<file path="config.mk">
export PLATFORM = sky130hd
export DESIGN_NAME = raspi_link_endpoint
export DESIGN_NICKNAME = d
export VERILOG_FILES = /design/src/rtl/raspi_link_pkg.sv /design/src/rtl/raspi_link_fifo.sv /design/src/rtl/raspi_link_endpoint.sv
export SDC_FILE = /design/constraint.sdc
export NUM_CORES = 1
export LEC_CHECK = 0
export BUFFER_PORTS_ARGS = -buffer_cell sky130_fd_sc_hd__buf_2
export CAP_MARGIN = 10
export CORE_ASPECT_RATIO = 0.9
export CORE_MARGIN = 2
export CORE_UTILIZATION = 41
export DETAILED_ROUTE_END_ITERATION = 16
export PLACE_DENSITY = 0.6
export SLEW_MARGIN = 40
export SYNTH_ARGS = -nofsm -noshare
export SYNTH_HDL_FRONTEND = slang
export SYNTH_SLANG_ARGS = --single-unit
</file>
<file path="constraint.sdc">
create_clock -name clk -period 2.5 [get_ports clk]
set_clock_uncertainty 0.2 [all_clocks]
set_input_delay 0.125 -clock clk [delete_from_list [all_inputs] [get_ports clk]]
set_output_delay 0.125 -clock clk [all_outputs]
set_load 0.02 [all_outputs]
</file>
<file path="src/rtl/raspi_link_pkg.sv">
// Shared constants and RX state encoding for the RasPi parallel link.
// Imported by raspi_link_fifo and raspi_link_endpoint.
package raspi_link_pkg;
  localparam int RASPI_WORD_W = 9;
  localparam logic [8:0] RASPI_ESC = 9'h1ff;
  localparam logic [7:0] RASPI_CMD_RESET = 8'hff;
  localparam logic [7:0] RASPI_CMD_DEBUG = 8'h00;

  typedef enum logic [1:0] {
    RX_IDLE,
    RX_FRAME,
    RX_ESC
  } rx_state_e;
endpackage

</file>
<file path="src/rtl/raspi_link_fifo.sv">
// Synchronous FIFO with flush; one extra pointer bit separates full from empty.
// DEPTH must be a power of two >= 2.
module raspi_link_fifo #(
  parameter int WIDTH = 9,
  parameter int DEPTH = 16
) (
  input  logic             clk,
  input  logic             resetn,
  input  logic             flush,
  input  logic             push,
  input  logic             pop,
  input  logic [WIDTH-1:0] din,
  output logic [WIDTH-1:0] dout,
  output logic             full,
  output logic             empty
);
  localparam int AW = $clog2(DEPTH);

  logic [WIDTH-1:0] mem [DEPTH];
  logic [AW:0]      wr_ptr;
  logic [AW:0]      rd_ptr;
  logic             do_push;
  logic             do_pop;

  assign empty = (wr_ptr == rd_ptr);
  assign full = (wr_ptr[AW] != rd_ptr[AW]) &&
                (wr_ptr[AW-1:0] == rd_ptr[AW-1:0]);
  assign do_push = push && !full;
  assign do_pop = pop && !empty;
  assign dout = mem[rd_ptr[AW-1:0]];

  always_ff @(posedge clk or negedge resetn) begin
    if (!resetn) begin
      wr_ptr <= '0;
      rd_ptr <= '0;
    end else if (flush) begin
      wr_ptr <= '0;
      rd_ptr <= '0;
    end else begin
      if (do_push) wr_ptr <= wr_ptr + {{AW{1'b0}}, 1'b1};
      if (do_pop) rd_ptr <= rd_ptr + {{AW{1'b0}}, 1'b1};
    end
  end

  always_ff @(posedge clk) begin
    if (do_push) mem[wr_ptr[AW-1:0]] <= din;
  end
endmodule

</file>
<file path="src/rtl/raspi_link_endpoint.sv">
// FPGA endpoint of the 9-bit RasPi link: RX escape/channel decode, TX FIFO.
// Define RASPI_LINK_STATS_EN to add the rx_words/tx_words counters.
module raspi_link_endpoint
  import raspi_link_pkg::*;
#(
  parameter int TX_DEPTH = 16,
  parameter int SYNC_STAGES = 2
) (
  input  logic                    clk,
  input  logic                    resetn,
  input  logic                    raspi_clk,
  input  logic                    raspi_dir,
  input  logic [RASPI_WORD_W-1:0] raspi_dat_i,
  output logic [RASPI_WORD_W-1:0] raspi_dat_o,
  output logic                    raspi_dat_oe,
  output logic                    rx_valid,
  output logic                    rx_start,
  output logic                    rx_end,
  output logic [7:0]              rx_chan,
  output logic [7:0]              rx_data,
  output logic                    link_reset,
  output logic                    dbg_req,
  input  logic                    tx_valid,
  output logic                    tx_ready,
  input  logic [RASPI_WORD_W-1:0] tx_data
`ifdef RASPI_LINK_STATS_EN
  ,
  output logic [15:0]             rx_words,
  output logic [15:0]             tx_words
`endif
);
  localparam int SW = RASPI_WORD_W + 2;
  localparam logic [SW-1:0] SYNC_RST = {1'b0, 1'b1, {RASPI_WORD_W{1'b0}}};

  // clk, dir and dat travel together so a word is always sampled coherently
  logic [SYNC_STAGES-1:0][SW-1:0] sync_q;
  logic                    s_clk;
  logic                    s_dir;
  logic [RASPI_WORD_W-1:0] s_dat;
  logic                    clk_prev;
  logic                    wr_evt;
  logic                    rd_evt;

  assign {s_clk, s_dir, s_dat} = sync_q[SYNC_STAGES-1];
  assign wr_evt = s_clk && !clk_prev && s_dir;
  assign rd_evt = s_clk && !clk_prev && !s_dir;

  always_ff @(posedge clk or negedge resetn) begin
    if (!resetn) begin
      sync_q <= {SYNC_STAGES{SYNC_RST}};
      clk_prev <= 1'b0;
      raspi_dat_oe <= 1'b0;
    end else begin
      sync_q <= {sync_q[SYNC_STAGES-2:0], {raspi_clk, raspi_dir, raspi_dat_i}};
      clk_prev <= s_clk;
      raspi_dat_oe <= !s_dir;
    end
  end

  rx_state_e state, state_n;
  logic       pend_start, pend_n;
  logic [7:0] pend_chan, pchan_n;
  logic       start_n, end_n, valid_n, lrst_n, dbg_n;
  logic [7:0] chan_n, data_n;
  logic       is_esc, is_hdr, esc_cmd, frame_dat;

  assign is_esc = (s_dat == RASPI_ESC);
  assign is_hdr = s_dat[8] && !is_esc;
  assign esc_cmd = !s_dat[8] && (state == RX_ESC);
  assign frame_dat = !s_dat[8] && (state == RX_FRAME);

  always_comb begin
    state_n = state;
    pend_n = 1'b0;
    pchan_n = pend_chan;
    start_n = 1'b0;
    end_n = 1'b0;
    valid_n = 1'b0;
    lrst_n = 1'b0;
    dbg_n = 1'b0;
    chan_n = rx_chan;
    data_n = rx_data;
    // deferred rx_start after a channel switch closed the old frame
    if (pend_start) begin
      start_n = 1'b1;
      chan_n = pend_chan;
    end
    if (wr_evt) begin
      unique case (1'b1)
        is_esc: begin
          end_n = (state == RX_FRAME);
          state_n = RX_ESC;
        end
        is_hdr: begin
          if (state == RX_FRAME) begin
            end_n = 1'b1;
            pend_n = 1'b1;
            pchan_n = s_dat[7:0];
          end else begin
            start_n = 1'b1;
            chan_n = s_dat[7:0];
          end
          state_n = RX_FRAME;
        end
        esc_cmd: begin
          lrst_n = (s_dat[7:0] == RASPI_CMD_RESET);
          dbg_n = (s_dat[7:0] == RASPI_CMD_DEBUG);
          state_n = RX_IDLE;
        end
        frame_dat: begin
          valid_n = 1'b1;
          data_n = s_dat[7:0];
        end
        default: ;
      endcase
    end
  end

  always_ff @(posedge clk or negedge resetn) begin
    if (!resetn) begin
      state <= RX_IDLE;
      pend_start <= 1'b0;
      pend_chan <= '0;
      rx_start <= 1'b0;
      rx_end <= 1'b0;
      rx_valid <= 1'b0;
      link_reset <= 1'b0;
      dbg_req <= 1'b0;
      rx_chan <= '0;
      rx_data <= '0;
    end else begin
      state <= state_n;
      pend_start <= pend_n;
      pend_chan <= pchan_n;
      rx_start <= start_n;
      rx_end <= end_n;
      rx_valid <= valid_n;
      link_reset <= lrst_n;
      dbg_req <= dbg_n;
      rx_chan <= chan_n;
      rx_data <= data_n;
    end
  end

  logic [RASPI_WORD_W-1:0] tx_head;
  logic tx_full, tx_empty;

  raspi_link_fifo #(
    .WIDTH(RASPI_WORD_W),
    .DEPTH(TX_DEPTH)
  ) u_tx_fifo (
    .clk   (clk),
    .resetn(resetn),
    .flush (link_reset),
    .push  (tx_valid),
    .pop   (rd_evt),
    .din   (tx_data),
    .dout  (tx_head),
    .full  (tx_full),
    .empty (tx_empty)
  );

  assign tx_ready = !tx_full;
  assign raspi_dat_o = tx_empty ? RASPI_ESC : tx_head;

`ifdef RASPI_LINK_STATS_EN
  always_ff @(posedge clk or negedge resetn) begin
    if (!resetn) begin
      rx_words <= '0;
      tx_words <= '0;
    end else if (link_reset) begin
      rx_words <= '0;
      tx_words <= '0;
    end else begin
      if (wr_evt) rx_words <= rx_words + 16'd1;
      if (rd_evt && !tx_empty) tx_words <= tx_words + 16'd1;
    end
  end
`endif
endmodule

</file>
======== After elaboration in Yosys (flattened, before gate mapping) ========
Memories as Yosys holds them, arrays and structs flattened.
Cells that the tools add are included.
cells by class
  add/subtract/negate cells ............... 2
  equal/unequal tests ..................... 7
  muxes and demuxes ....................... 27
  reductions and logical operators ........ 22
operators with widths
  operator               number
  $mux W8                4
  $mux W5                4
  $mux W1                16
  $add A5 B1 Y5 const B  2
  $eq A9 B9 Y1 const B   1
  $logic_and A1 B1 Y1    9
  $mux W9                1
  $eq A8 B8 Y1 const B   1
  $logic_not A8 Y1       1
  $logic_not A1 Y1       6
  $pmux W2 S3            1
  $eq A5 B5 Y1           1
  $eq A4 B4 Y1           1
  $reduce_and A2 Y1      2
  $reduce_bool A2 Y1     2
  $reduce_and A3 Y1      1
  $reduce_bool A3 Y1     1
  $eq A2 B1 Y1 const B   1
  $eq A2 B2 Y1 const B   1
  $pmux W1 S2            1
  $ne A1 B1 Y1           1
word-level totals
  register bits ........................... 66
  memory bits (writable) .................. 144
  input port bits ......................... 23
  output and inout bits ................... 32
  word-level logic and storage cells ...... 75
  memories ................................ 1
memory list
  memory         depth  width  rd ports  clocked after Yosys merged registers in  write ports  line                   text
  u_tx_fifo.mem  16     9      1         0                                        1            raspi_link_fifo.sv:19  logic [WIDTH-1:0] mem [DEPTH];

======== Logic depth before layout (Yosys ltp) ========
  word-level depth ........................ 6
  mapped depth ............................ 7
  gate-level depth less buffers ........... 6

======== By module ========
A second synthesis with hierarchy kept.
second synthesis, totals
  cell total of the unflattened synthesis .. 485
  area, all modules ....................... 8435.6 um^2
modules (own cells, without submodules)
  module               instances  cells an instance  area an instance (um^2)  seq. area each (um^2)
  raspi_link_fifo      1          357                6377.4                   4574.4
  raspi_link_endpoint  1          128                2058.2                   1403.8

======== Least setup slack after synthesis ========
OpenSTA, ideal clock, no wires.
  path type ............................... reg-to-reg
  start ................................... register u_tx_fifo.rd_ptr[0]
  end ..................................... register u_tx_fifo.wr_ptr[4]
  setup time .............................. 0.125 ns
  arrival ................................. 1.908 ns
  data required time ...................... 2.175 ns
  slack ................................... 0.267 ns
  stages on the path, launching flop included .. 7
  buffers on the path ..................... 2
  period minus slack after synthesis ...... 2.233 ns
  cell sequence ........................... dfrtp_1 > buf_6 > xnor2_1 > and4_1 > buf_6 > a21oi_1 > mux2_2
on the way
  longest elaborated chain between the ends .. 5
RTL lines
  what                                 line                   text
  start, declared                      raspi_link_fifo.sv:21  logic [AW:0] rd_ptr;
  start signal, assigned               raspi_link_fifo.sv:41  if (do_pop) rd_ptr <= rd_ptr + {{AW{1'b0}}, 1'b1};
  $eq A4 B4 Y1                         raspi_link_fifo.sv:27  (wr_ptr[AW-1:0] == rd_ptr[AW-1:0]);
  $logic_and A1 B1 Y1                  raspi_link_fifo.sv:26  assign full = (wr_ptr[AW] != rd_ptr[AW]) &&
  $logic_not A1 Y1                     raspi_link_fifo.sv:28  assign do_push = push && !full;
  $logic_and A1 B1 Y1                  raspi_link_fifo.sv:28
  $reduce_bool A2 Y1 (no source line)  n/a
  end signal, assigned                 raspi_link_fifo.sv:40  if (do_push) wr_ptr <= wr_ptr + {{AW{1'b0}}, 1'b1};
  end, declared                        raspi_link_fifo.sv:20  logic [AW:0] wr_ptr;
No other way between the ends.
A chain may end at the register's enable or synchronous reset.

======== Final worst setup path ========
  start ................................... register u_tx_fifo.rd_ptr[0]
  end ..................................... output port raspi_dat_o[3]
on the way
  longest elaborated chain between the ends .. 2
  elaborated cells between the ends (all ways) .. 3
  those cells by class .................... eq/ne (1); mux (1); memory (1)
RTL lines
  what                                            line                        text
  $mem_v2 Z16 W9 or $eq A5 B5 Y1 (tied branches)  n/a
  $mux W9 *                                       raspi_link_endpoint.sv:164  assign raspi_dat_o = tx_empty ? RASPI_ESC : tx_head;
  end, declared                                   raspi_link_endpoint.sv:14   output logic [RASPI_WORD_W-1:0] raspi_dat_o,
Every way passes the cells marked *; elsewhere a longest branch is shown, timed or not.

==> impl_results.md <==
* Yosys Warn Count at 0
* Setup Viol. Count Final at 9
* Sequential power share at 39.1%
* WL final at 17.3 mm
* Share of cells above drive strength 1 at 37.6%
* Seq cells post-synth at 210
* Initial antenna violation count at 0
* Root buffer cell: clkbuf_16
* Relative slew slack at 60.5%
* CP top delay family: multiplexers
* Syn avg cell area at 18.1 um^2
* Die Outline Area at 21700 um^2
* Final max-slew violation count at 0
* Final instance area at 10200 um^2
* Synth top area share at 51.4%
* Ys flop type: edfxtp_1
* Worst path cell trace: buf_12 -> mux4_1 -> mux2_2 -> nand2_1 -> o311ai_2 -> buf_2
* Int Pwr at 7.86 mW
* Total Routing Usage GR at 16.5%
* Ys async rst share at 31.4%
* LEAKAGE at 3.84 nW
* Yosys top cell by area: edfxtp_1
* Gr ovfl total at 0
* Pwr dens at 1130 nW/um^2
* Number of synthesized flops with an enable pin at 144
* Fin nets at 601
* Reg2reg setup slack at 0.18 ns
* Area Growth Syn to Fin at 20.8%
* Worst skew pair latency at 0.50 ns
* Vias post-DR at 4476
* Drt via density at 5.30
* Largest buffer count on any clock path at 3
* I/O pin count at 55
* H-Tree Depth at 1
* Worst hold start: raspi_dat_i[2]
* Core Region at 20000 um^2
* Post-DP HPWL at 11.2 mm
* Part of the power in the clock network at 26.4%
* Req. time, crit path at 2.17 ns
* Final Hold Viols at 0
* Initial Utilization at 42.0%
* Slowest cell delay on critical path at 0.54 ns
* Max Cap Viol at 0
* Status: finished, violations left
* Setup TNS at -1.48 ns
* Final design utilization at 50.7%
* Placed Area at 9030 um^2
* Number of diodes at 0
* Max Clock Freq at 372 MHz
* Mapped Area at 8420 um^2
* Antenna-violating nets left at 0
* Critical Path AT at 2.36 ns
* Site Rows at 49
* Worst Setup SP: u_tx_fifo.rd_ptr[0]$_DFFE_PN0P_
* Number of distinct library cells after synthesis at 48
* First-pass GRT wire length at 27.3 mm
* Worst slack, placed at 0.104 ns
* Synth Net Count at 493
* Routability cong. at 0.795
* Worst path buffer plus inverter count at 2
* Pwr Total at 11.5 mW
* Number of global-route vias before repair at 4638
* Worst Setup End Kind: output pin
* Switching Fraction at 31.6%
* Clk slew on worst S/H paths at 0.06 ns
* Clock sinks at 210
* Die Wd at 155 um
* Comb pwr share at 34.5%
* Violated checks: negative setup slack
* Num CTS Buffers at 23
* Unrepaired setup endpoints after global routing: yes
* Filler cells at 1631
* Crit path time final at 2.69 ns
* Startpoint Class: register
* Final period utilization at 108%
* # port buffers at 54
* WS Path Type: register to output pin
* Largest net degree at the start of global routing at 33
* Post-Synthesis Cells at 465
* R2r startpoint: u_tx_fifo.rd_ptr[0]$_DFFE_PN0P_
* Largest cells by area after synthesis: edfxtp_1 (51%), dfrtp_1 (19%), mux2_2 (8.3%), mux4_1 (4.7%), mux4_2 (3.2%)
* Sequential-to-total area share from yosys stat at 71.0%
* Slew @ Worst Pin at 0.589 ns
* Post-route DRC at 0
* Post-DR wirelength/cell at 20.4 um
* NetSw at 3.64 mW
* Setup ws final at -0.189 ns
* Initial DRT Pass Iterations at 4
* CTS tree: yes
* HP Class: primary input to register
* Maximum VDD drop at 0.654 mV
* DR iter-0 viols at 288
* Die height at 140 um
* Critical Path Slowest Stage Cell: mux4_1
* Crit path max fanout at 9
## cell type report
class / instances / area [um^2] / area share, %
repair buffers: 104 / 797 / 7.84
well taps: 255 / 319 / 3.14
inverters: 9 / 33.8 / 0.332
clock buffers: 30 / 612 / 6.02
multi-input cells: 225 / 2350 / 23.1
clock inverters: 12 / 71.3 / 0.701
flip-flops and latches: 210 / 5980 / 58.8
## synth_stat cells (7+ instances only)
| library cell | instances |
|---|---|
| and3_1 | 16 |
| nor2b_1 | 16 |
| edfxtp_1 | 144 |
| inv_1 | 9 |
| mux2_2 | 62 |
| nor2_1 | 11 |
| mux4_2 | 12 |
| nand2_1 | 18 |
| o22ai_1 | 9 |
| dfrtp_1 | 64 |
| mux4_1 | 15 |
| buf_2 | 9 |
| o311ai_1 | 7 |
## worst register-to-register path: stages (launching register included)
cell	delay, ns
dfrtp_2	0.50
buf_12	0.17
xnor2_2	0.14
and4_4	0.19
a21boi_4	0.33
and3_2	0.46
## per-stage QoR
step / hold slack (ns) / instances
after floorplan: -0.371 / 465
after global placement: 0.0198 / 773
after detailed placement: 0.0279 / 773
after CTS: 0.0327 / 843
after global routing: 0.0425 / 845
final: 0.0584 / 845
## layout by cell type, fill, tap and decap left out, types with 9 or more instances in the layout
cell type and n:
edfxtp_1 144, dfrtp_1 62, mux2_2 58, buf_2 49, buf_4 24, clkbuf_16 23, dlygate4sd3_1 23, mux4_2 20
nor2b_1 16, nand2_1 13, nor2_1 11, inv_1 9, o22ai_1 9, and3_1 9
## kinds of logic (layout without fill, tap and decap cells)
family                     count (synthesis)  after routing  share of synthesized area [%]
and+or+nand+nor                           85             85                           5.59
buffers and inverters                     30            155                           2.13
DFF                                      210            210                           71.0
AOI/OAI and AO/OA                         36             36                           3.21
xor gates and xnor gates                   6              6                          0.624
muxes                                     93             93                           16.7
adders and majority gates                  5              5                          0.743
## per-layer routing
layer | GRT usage [%] | routed length, um
met4 | 3.90 | 231
met1 | 24.6 | 7700
met2 | 25.5 | 8150
met5 | 0 | 0
met3 | 3.16 | 1190
## registers in the layout, indices dropped and copies added (netlist names), 2 cells and up
register and count:
u_tx_fifo.mem 144, sync_q 11, s_dat 9, pend_chan 8, rx_chan 8, rx_data 8
u_tx_fifo.rd_ptr 5, u_tx_fifo.wr_ptr 5, state 2
## power by group through the flow
stage | Clock [mW] | Sequential [mW] | Combinational, mW
2_1_floorplan | 0 | 4.59 | 2.34
3_3_place_gp | 0 | 4.52 | 3.39
3_5_place_dp | 0 | 4.54 | 3.43
4_1_cts | 3.12 | 4.50 | 3.92
5_1_grt | 3.29 | 4.54 | 4.27
6_report | 3.04 | 4.49 | 3.97
## what timing repair did
item / CTS / global route
buffers inserted: 5 / 1
endpoints found under the setup margin: 9 / 63
endpoints found under the hold margin: 190 / 28
hold buffers: 22 / 1
resized for setup: 37 / 15
gates cloned: 1 / 0
## worst paths after layout
kind	endpoint	cells past startpoint
max	raspi_dat_o[3]	6
min	sync_q[2]$_DFF_PN0_	2
max reg2reg	u_tx_fifo.mem[13][7]$_DFFE_PP_	5
min reg2reg	s_dat[5]$_DFF_PN0_	0
max in group asynchronous	s_dat[6]$_DFF_PN0_	4
min in group asynchronous	u_tx_fifo.wr_ptr[2]$_DFFE_PN0P_	3
Power figures use the tool's default switching activity.
